[config.mk]
export PLATFORM = sky130hd
export DESIGN_NAME = acia_rx
export DESIGN_NICKNAME = d
export VERILOG_FILES = /design/src/rtl/acia_rx_pkg.sv /design/src/rtl/acia_rx_sync.sv /design/src/rtl/acia_rx.sv
export SDC_FILE = /design/constraint.sdc
export NUM_CORES = 1
export LEC_CHECK = 0
export CORE_MARGIN = 3
export CORE_UTILIZATION = 38
export CTS_BUF_LIST = sky130_fd_sc_hd__clkbuf_4 sky130_fd_sc_hd__clkbuf_8 sky130_fd_sc_hd__clkbuf_16
export DETAILED_ROUTE_END_ITERATION = 8
export HOLD_SLACK_MARGIN = 0.12
export PLACE_DENSITY = 0.63
export RECOVER_POWER = 100
export SLEW_MARGIN = 0
export SYNTH_ARGS = -nofsm -noshare
export SYNTH_HDL_FRONTEND = slang
export SYNTH_HIERARCHICAL = 1
export SYNTH_SLANG_ARGS = --single-unit
[constraint.sdc]
create_clock -name clk -period 2.4 [get_ports clk]
set_input_delay 0.36 -clock clk [delete_from_list [all_inputs] [get_ports clk]]
set_output_delay 0.36 -clock clk [all_outputs]
set_load 0.02 [all_outputs]
[src/rtl/acia_rx_pkg.sv]
// acia_rx_pkg: shared definitions for the ACIA serial receiver.
//  - rx_state_e : receiver FSM state encoding (3 bits)
//  - calc_div   : bit-period divider from tick rate and baud rate
package acia_rx_pkg;

  typedef enum logic [2:0] {
    ST_IDLE  = 3'd0,
    ST_START = 3'd1,
    ST_DATA  = 3'd2,
    ST_STOP  = 3'd3,
    ST_BREAK = 3'd4
  } rx_state_e;

  // Ticks per bit; callers need the result to be at least 8 so that the
  // half-bit start delay and the 3-tap vote window fit inside one bit.
  function automatic int calc_div(input int tick_hz, input int baud);
    return tick_hz / baud;
  endfunction

endpackage

[src/rtl/acia_rx_sync.sv]
// acia_rx_sync: brings the raw serial line into the clk domain and cleans it.
//  clk, reset : system clock, async active-high reset
//  pclk       : tick enable; the vote window only advances on ticks
//  rx_serial  : raw line, idle high, asynchronous
//  filtered   : 2-of-3 majority of the last three ticked samples
module acia_rx_sync (
  input  logic clk,
  input  logic reset,
  input  logic pclk,
  input  logic rx_serial,
  output logic filtered
);

  logic [1:0] sync;
  logic [2:0] win;

  // Synchronizer runs every clk; the window only on ticks, so a one-clk
  // glitch can land in at most one tap and is outvoted.
  always_ff @(posedge clk or posedge reset) begin
    if (reset) begin
      sync <= 2'b11;
      win  <= 3'b111;
    end else begin
      sync <= {sync[0], rx_serial};
      if (pclk) win <= {win[1:0], sync[1]};
    end
  end

  assign filtered = (win[0] & win[1]) | (win[0] & win[2]) | (win[1] & win[2]);

endmodule

[src/rtl/acia_rx.sv]
// acia_rx: 8N1 asynchronous receiver feeding the ACIA register block.
//  clk, reset : system clock, async active-high reset
//  pclk       : peripheral tick enable; all receiver state advances on ticks
//  rx_serial  : raw serial line, idle high
//  rx_dat     : last completed byte (LSB first on the line)
//  rx_stb     : one-tick strobe when a byte completes
//  rx_err     : framing error of the last completed frame (stop bit low)
module acia_rx
  import acia_rx_pkg::*;
#(
  parameter int clk_freq = 4000000,
  parameter int sym_rate = 9600
) (
  input  logic       clk,
  input  logic       reset,
  input  logic       pclk,
  input  logic       rx_serial,
  output logic [7:0] rx_dat,
  output logic       rx_stb,
  output logic       rx_err
);

  localparam int DIV  = calc_div(clk_freq, sym_rate);
  localparam int HALF = DIV / 2;
  localparam int CW   = $clog2(DIV);

  logic            filtered;
  logic [CW-1:0]   cnt;
  logic [2:0]      bit_idx;
  logic [7:0]      sr;
  rx_state_e       state;
  logic            samp;

  acia_rx_sync u_sync (
    .clk       (clk),
    .reset     (reset),
    .pclk      (pclk),
    .rx_serial (rx_serial),
    .filtered  (filtered)
  );

  // Only meaningful inside the pclk branch below.
  assign samp = (cnt == '0);

  always_ff @(posedge clk or posedge reset) begin
    if (reset) begin
      state   <= ST_IDLE;
      cnt     <= '0;
      bit_idx <= '0;
      sr      <= '0;
      rx_dat  <= 8'h00;
      rx_stb  <= 1'b0;
      rx_err  <= 1'b0;
    end else if (pclk) begin
      // Strobe lives for exactly one tick.
      rx_stb <= 1'b0;
      // Free-running bit timer; IDLE overrides it with the half-bit delay
      // so the first sample lands in the middle of the start bit.
      cnt <= samp ? CW'(DIV - 1) : cnt - 1'b1;
      case (state)
        ST_IDLE: begin
          if (!filtered) begin
            state <= ST_START;
            cnt   <= CW'(HALF - 1);
          end
        end
        ST_START: begin
          if (samp) begin
            if (!filtered) begin
              state   <= ST_DATA;
              bit_idx <= '0;
            end else begin
              state <= ST_IDLE;   // too short to be a start bit
            end
          end
        end
        ST_DATA: begin
          if (samp) begin
            sr      <= {filtered, sr[7:1]};
            bit_idx <= bit_idx + 3'd1;
            if (bit_idx == 3'd7) state <= ST_STOP;
          end
        end
        ST_STOP: begin
          if (samp) begin
            rx_dat <= sr;
            rx_stb <= 1'b1;
            rx_err <= ~filtered;
            // Low stop bit: park until the line goes high so a held-low
            // line never yields phantom frames.
            state  <= filtered ? ST_IDLE : ST_BREAK;
          end
        end
        ST_BREAK: begin
          if (filtered) state <= ST_IDLE;
        end
        default: state <= ST_IDLE;
      endcase
    end
  end

endmodule

# Word level (Yosys, flattened, before mapping)
# Cells that the tools add are included.
# Widths: inputs -> output; s select.
[word_totals]
reg_bits = 38
in_bits = 4
[op_classes]
n_bitwise = 6
add_sub_neg = 2
mux = 18
eq_ne = 12
reduce_logical = 7
[ops]
columns = ["cell", "count"]
rows = [
  ["$mux 3", 10],
  ["$mux 9", 3],
  ["$pmux 3 s5", 1],
  ["$ne 2x2->1 const B", 7],
  ["$logic_not 9->1", 1],
  ["$sub 9x1->9 const B", 1],
  ["$reduce_and 7->1", 1],
  ["$eq 3x2->1 const B", 2],
  ["$eq 3x3->1 const B", 2],
  ["$pmux 3 s2", 1],
  ["$reduce_and 3->1", 2],
  ["$reduce_and 5->1", 1],
  ["$add 3x1->3 const B", 1],
  ["$and 1x1->1", 3],
  ["$eq 3x1->1 const B", 1],
  ["$logic_not 3->1", 1],
  ["$mux 1", 2],
  ["$mux 2", 1],
  ["$or 1x1->1", 2],
  ["$reduce_bool 2->1", 1],
  ["$not 1->1", 1],
]

# Longest topological paths before layout
[logic_depth]
ltp_word = 6
ltp_mapped = 7
depth_no_buf = 6

# By module
# Netlist, hierarchy kept.
[by_module_without_submodules]
columns = ["mod", "area_each_um2", "cells_per_inst", "n_inst", "seq_area_each_um2"]
rows = [
  ["acia_rx", 1581.5, 139, 1, 825.8],
  ["acia_rx_sync", 180.2, 10, 1, 131.4],
]

# Worst setup path after synthesis
# Ideal clock, no wire load.
[synth_path]
kind = "register -> register"
from = "register cnt[0]"
to = "register cnt[5]"
stages_incl_launch_ff = 7
path_slack_ps = 623
t_arrival_ps = 1658
setup_ps = 119
t_required_ps = 2281
n_path_buf = 0
path_cell_list = "dfrtp_1 > inv_1 > ha_1 > or4b_4 > nor4_4 > o21ai_0 > and2_1"
[synth_via]
elab_chain_cells = 4
[synth_rtl]
columns = ["element", "line", "text"]
rows = [
  ["start: declaration", "acia_rx.sv:28", "logic [CW-1:0] cnt;"],
  ["start signal: assignment", "acia_rx.sv:59", "cnt <= samp ? CW'(DIV - 1) : cnt - 1'b1;"],
  ["start signal: assignment", "acia_rx.sv:64", "cnt <= CW'(HALF - 1);"],
  ["$sub 9x1->9 or $logic_not 9->1 (tied branches)", "acia_rx.sv:59, acia_rx.sv:43", ""],
  ["$mux 9 *", "acia_rx.sv:59", ""],
  ["$mux 9", "acia_rx.sv:62", "if (!filtered) begin"],
  ["$mux 9 *", "acia_rx.sv:60", "case (state)"],
]
# Every way passes the cells marked *; elsewhere a longest branch is shown, timed or not.
# A chain may end at the register's enable or synchronous reset.

# Worst setup path in the final report
# Same ends and word-level chain as after synthesis.

==> results.cfg <==
[cells_and_area]
area_of_the_multi_input_gates_sq_um = 757
area_delta_synth_final_pct = 19.1
final_layout_size_suffix_gt1_frac = 0.237
fillCellCount = 408
final_common_cell = sky130_fd_sc_hd__dfrtp_1
sequential_cell_area_in_the_final_layout_sq_um = 957
diodes = 0
mostFrequentLayoutCells = sky130_fd_sc_hd__dfrtp_1 (33), sky130_fd_sc_hd__mux2_2 (19), sky130_fd_sc_hd__nand2_1 (13), sky130_fd_sc_hd__dlygate4sd3_1 (13), sky130_fd_sc_hd__o21ai_0 (12)
finish.net_count = 179

[cts]
clk_transition_reported_paths_ns = 0.07
post_cts_hold_buffer_count = 0
clock_sinks = 38
clock_path_buffers = 2
tritoncts.num_buffers = 5
htree_num_levels = 2
tritoncts = done
cts.repair_timing.setup_buffer_count = 0
worstSkewPairLatency_ns = 0.29
cts-resized-gates = 0
cts_root_buf = sky130_fd_sc_hd__clkbuf_8

[floorplanning]
chipHeight_um = 74.1
core_area_sq_um = 4410
initial_cell_density_of_the_core = 0.399
ios = 14
horizontal_extent_of_the_die_um = 74.1
rows = 24
die_area_sq_um = 5490

[sta]
skew_ns = 0.00956
setup_slack_ns = 0.358
max_clock_freq_mhz = 490
rsz0062_at_grt = false
total_of_endpoints_with_negative_setup_slack_in_the_final_report = 0
timing.final.crit_share = 0.851
maxSlewHeadroom = 0.470
period_needed_ns = 2.04
worst_slew_pin_slew_ns = 0.795
setup-tns-final_ns = 0
final_hold_viol_count = 0
final-max-slew-violation-count = 0

[worst_hold_path]
hp-class = register to register

[logic_synthesis]
synth_top_family_by_area = simple AND/OR/NAND/NOR gates
synth_compound_gate_area_share = 0.0810
synth_seq_cells = 38
ys.warnings.count = 6
cell_area_synth_sq_um = 1760
portion_of_the_post_synthesis_area_used_by_sequential_elements = 0.543
post_synth_num_cell_types = 39
synthSimpleGateAreaFrac = 0.177
synth_nets = 156
postSynthCellCount = 149
synth_area_per_cell_sq_um = 11.8
synthAdderAreaFrac = 0.0277
synth.area.mux_share = 0.127
synth_xor_xnor_area_share = 0.0199

[worst_setup_path]
critical_path.startpoint_type = register
worstPathMaxFanout = 5
path_class = register to register
critical_path_required_ns = 2.57
crit_path_end_kind = register
arrival_ns = 2.22

[global_route]
antenna_violations_before_repair = 0
globalRouteMet3Util = 0.0338
grt.met2_usage = 0.199
first_pass_grt_wire_length_mm = 5.29
grt.met1_usage = 0.159
grt_usage = 0.126
grt_busiest_layer = met2
vias_in_the_first_global_route = 1187
grt_max_degree = 34
overflow = 0

[power]
power_frac_seq = 0.504
power_per_cell_area_nw_per_um2 = 882
intPower_mw = 1.29
p_total_mw = 1.85
vdd_ir_drop_max_v = 0.000452
power.leakage_nw = 0.978
share_of_total_power_in_the_clock_network = 0.300
switching_power_mw = 0.566
p_sw_frac = 0.306
power.combinational.fraction = 0.197

[job]
timing.max_cap.violations = 0

[placed_design]
gp_weighted_congestion = 0.829
place.detailed.hpwl_mm = 2.24
buffer_ports.inserted = 13
place_worst_setup_slack_ns = 0.272

[routing]
drtPass1Iterations = 4
postRouteAntennaNets = 0
detailroute.via_count = 1174
post_drt_via_cell_ratio = 5.22
wire_per_inst_um = 13.5
drt-initial-drc-count = 35
drc = 0
detail_route.wirelength_mm = 3.04

[outcome]
status = complete, no violations
synth_stat cells, drive strengths merged:
| cell type | n | area, sq um |
|---|---|---|
| nor4 | 4 | 55.1 |
| dfrtp | 33 | 826 |
| dfstp | 5 | 131 |
| nand2 | 13 | 48.8 |
| and2 | 2 | 12.5 |
| buf | 1 | 5.00 |
| or2 | 1 | 6.26 |
| maj3 | 1 | 11.3 |
| mux2 | 19 | 214 |
| nor2 | 6 | 22.5 |
| nand2b | 1 | 6.26 |
| a211oi | 2 | 15.0 |
| xor2 | 1 | 8.76 |
| nor4b | 3 | 32.5 |
| nor2b | 4 | 25.0 |
| xnor2 | 3 | 26.3 |
| or4b | 1 | 13.8 |
| nand3 | 3 | 15.0 |
| a21oi | 3 | 15.0 |
| nand3b | 1 | 7.51 |
| a31oi | 2 | 12.5 |
| clkbuf | 3 | 11.3 |
| nor3b | 1 | 7.51 |
| inv | 7 | 26.3 |
| a211o | 1 | 8.76 |
| ha | 3 | 37.5 |
| or4 | 2 | 15.0 |
| nor3 | 2 | 10.0 |
| mux2i | 1 | 10.0 |
| nand4 | 3 | 25.0 |
| o31ai | 2 | 15.0 |
| o41ai | 1 | 8.76 |
| nand4b | 1 | 8.76 |
| o211ai | 1 | 7.51 |
| o21ai | 12 | 60.1 |
path summary, 6_finish.rpt:
kind / start / endpoint / slack (ns) / cells past startpoint
min reg2reg: u_sync/sync[0] / u_sync/sync[1] / 0.37 / 0
min: u_sync/sync[0] / u_sync/sync[1] / 0.37 / 0
max reg2reg: cnt[0] / cnt[5] / 0.36 / 6
max in group asynchronous: reset / rx_dat[4] / 1.14 / 3
max: cnt[0] / cnt[5] / 0.36 / 6
min in group asynchronous: reset / u_sync/sync[0] / 0.63 / 2
registers in the layout, indices dropped and copies added, names as in the netlist:
register / flops
state: 3
rx_dat: 8
bit_idx: 3
u_sync/win: 3
rx_err: 1
u_sync/sync: 2
rx_stb: 1
sr: 8
cnt: 9
worst max-delay path, stage by stage, from the launching register on:
cell                      delay [ns]
sky130_fd_sc_hd__dfrtp_1        0.40
sky130_fd_sc_hd__inv_1          0.07
sky130_fd_sc_hd__ha_1           0.20
sky130_fd_sc_hd__or4b_1         0.57
sky130_fd_sc_hd__nor4_4         0.26
sky130_fd_sc_hd__o21ai_0        0.24
sky130_fd_sc_hd__and2_0         0.20
kinds of logic after synthesis:
family,after synthesis
buffers and inverters,11
DFF,38
xor gates and xnor gates,4
muxes,20
and+or+nand+nor,48
adders and majority gates,4
AOI/OAI and AO/OA,24
metal layers:
layer,vias up,wire length [um]
met1,567,1360
met3,9,110
met4,0,74
li1,578,-
met5,-,0
met2,20,1490
power by group through the flow:
stage | Clock [mW] | Sequential (mW) | Combinational [mW]
floorplan | 0 | 0.895 | 0.315
global placement | 0 | 0.938 | 0.366
detailed placement | 0 | 0.945 | 0.379
CTS | 0.577 | 0.934 | 0.381
global route | 0.603 | 0.953 | 0.413
finish | 0.555 | 0.932 | 0.364
metrics by stage:
stage               instances   util  instance area, sq um  hold slack [ns]
floorplan                 149      -                  1760            0.337
global route              225  0.475                  2100            0.372
detailed placement        217  0.452                  1990            0.351
CTS                       225  0.479                  2110            0.368
finish                    225  0.475                  2100            0.368
global placement          217  0.452                  1990            0.349
area by class of cell:
class	count	area share
sequential	38	0.456
multi-input combinational	100	0.361
timing repair buffer	20	0.0823
clock buffer	7	0.0429
tap	52	0.0310
clock inverter	1	0.0143
inverter	7	0.0125
No activity file was read; power rests on OpenSTA's default activity.
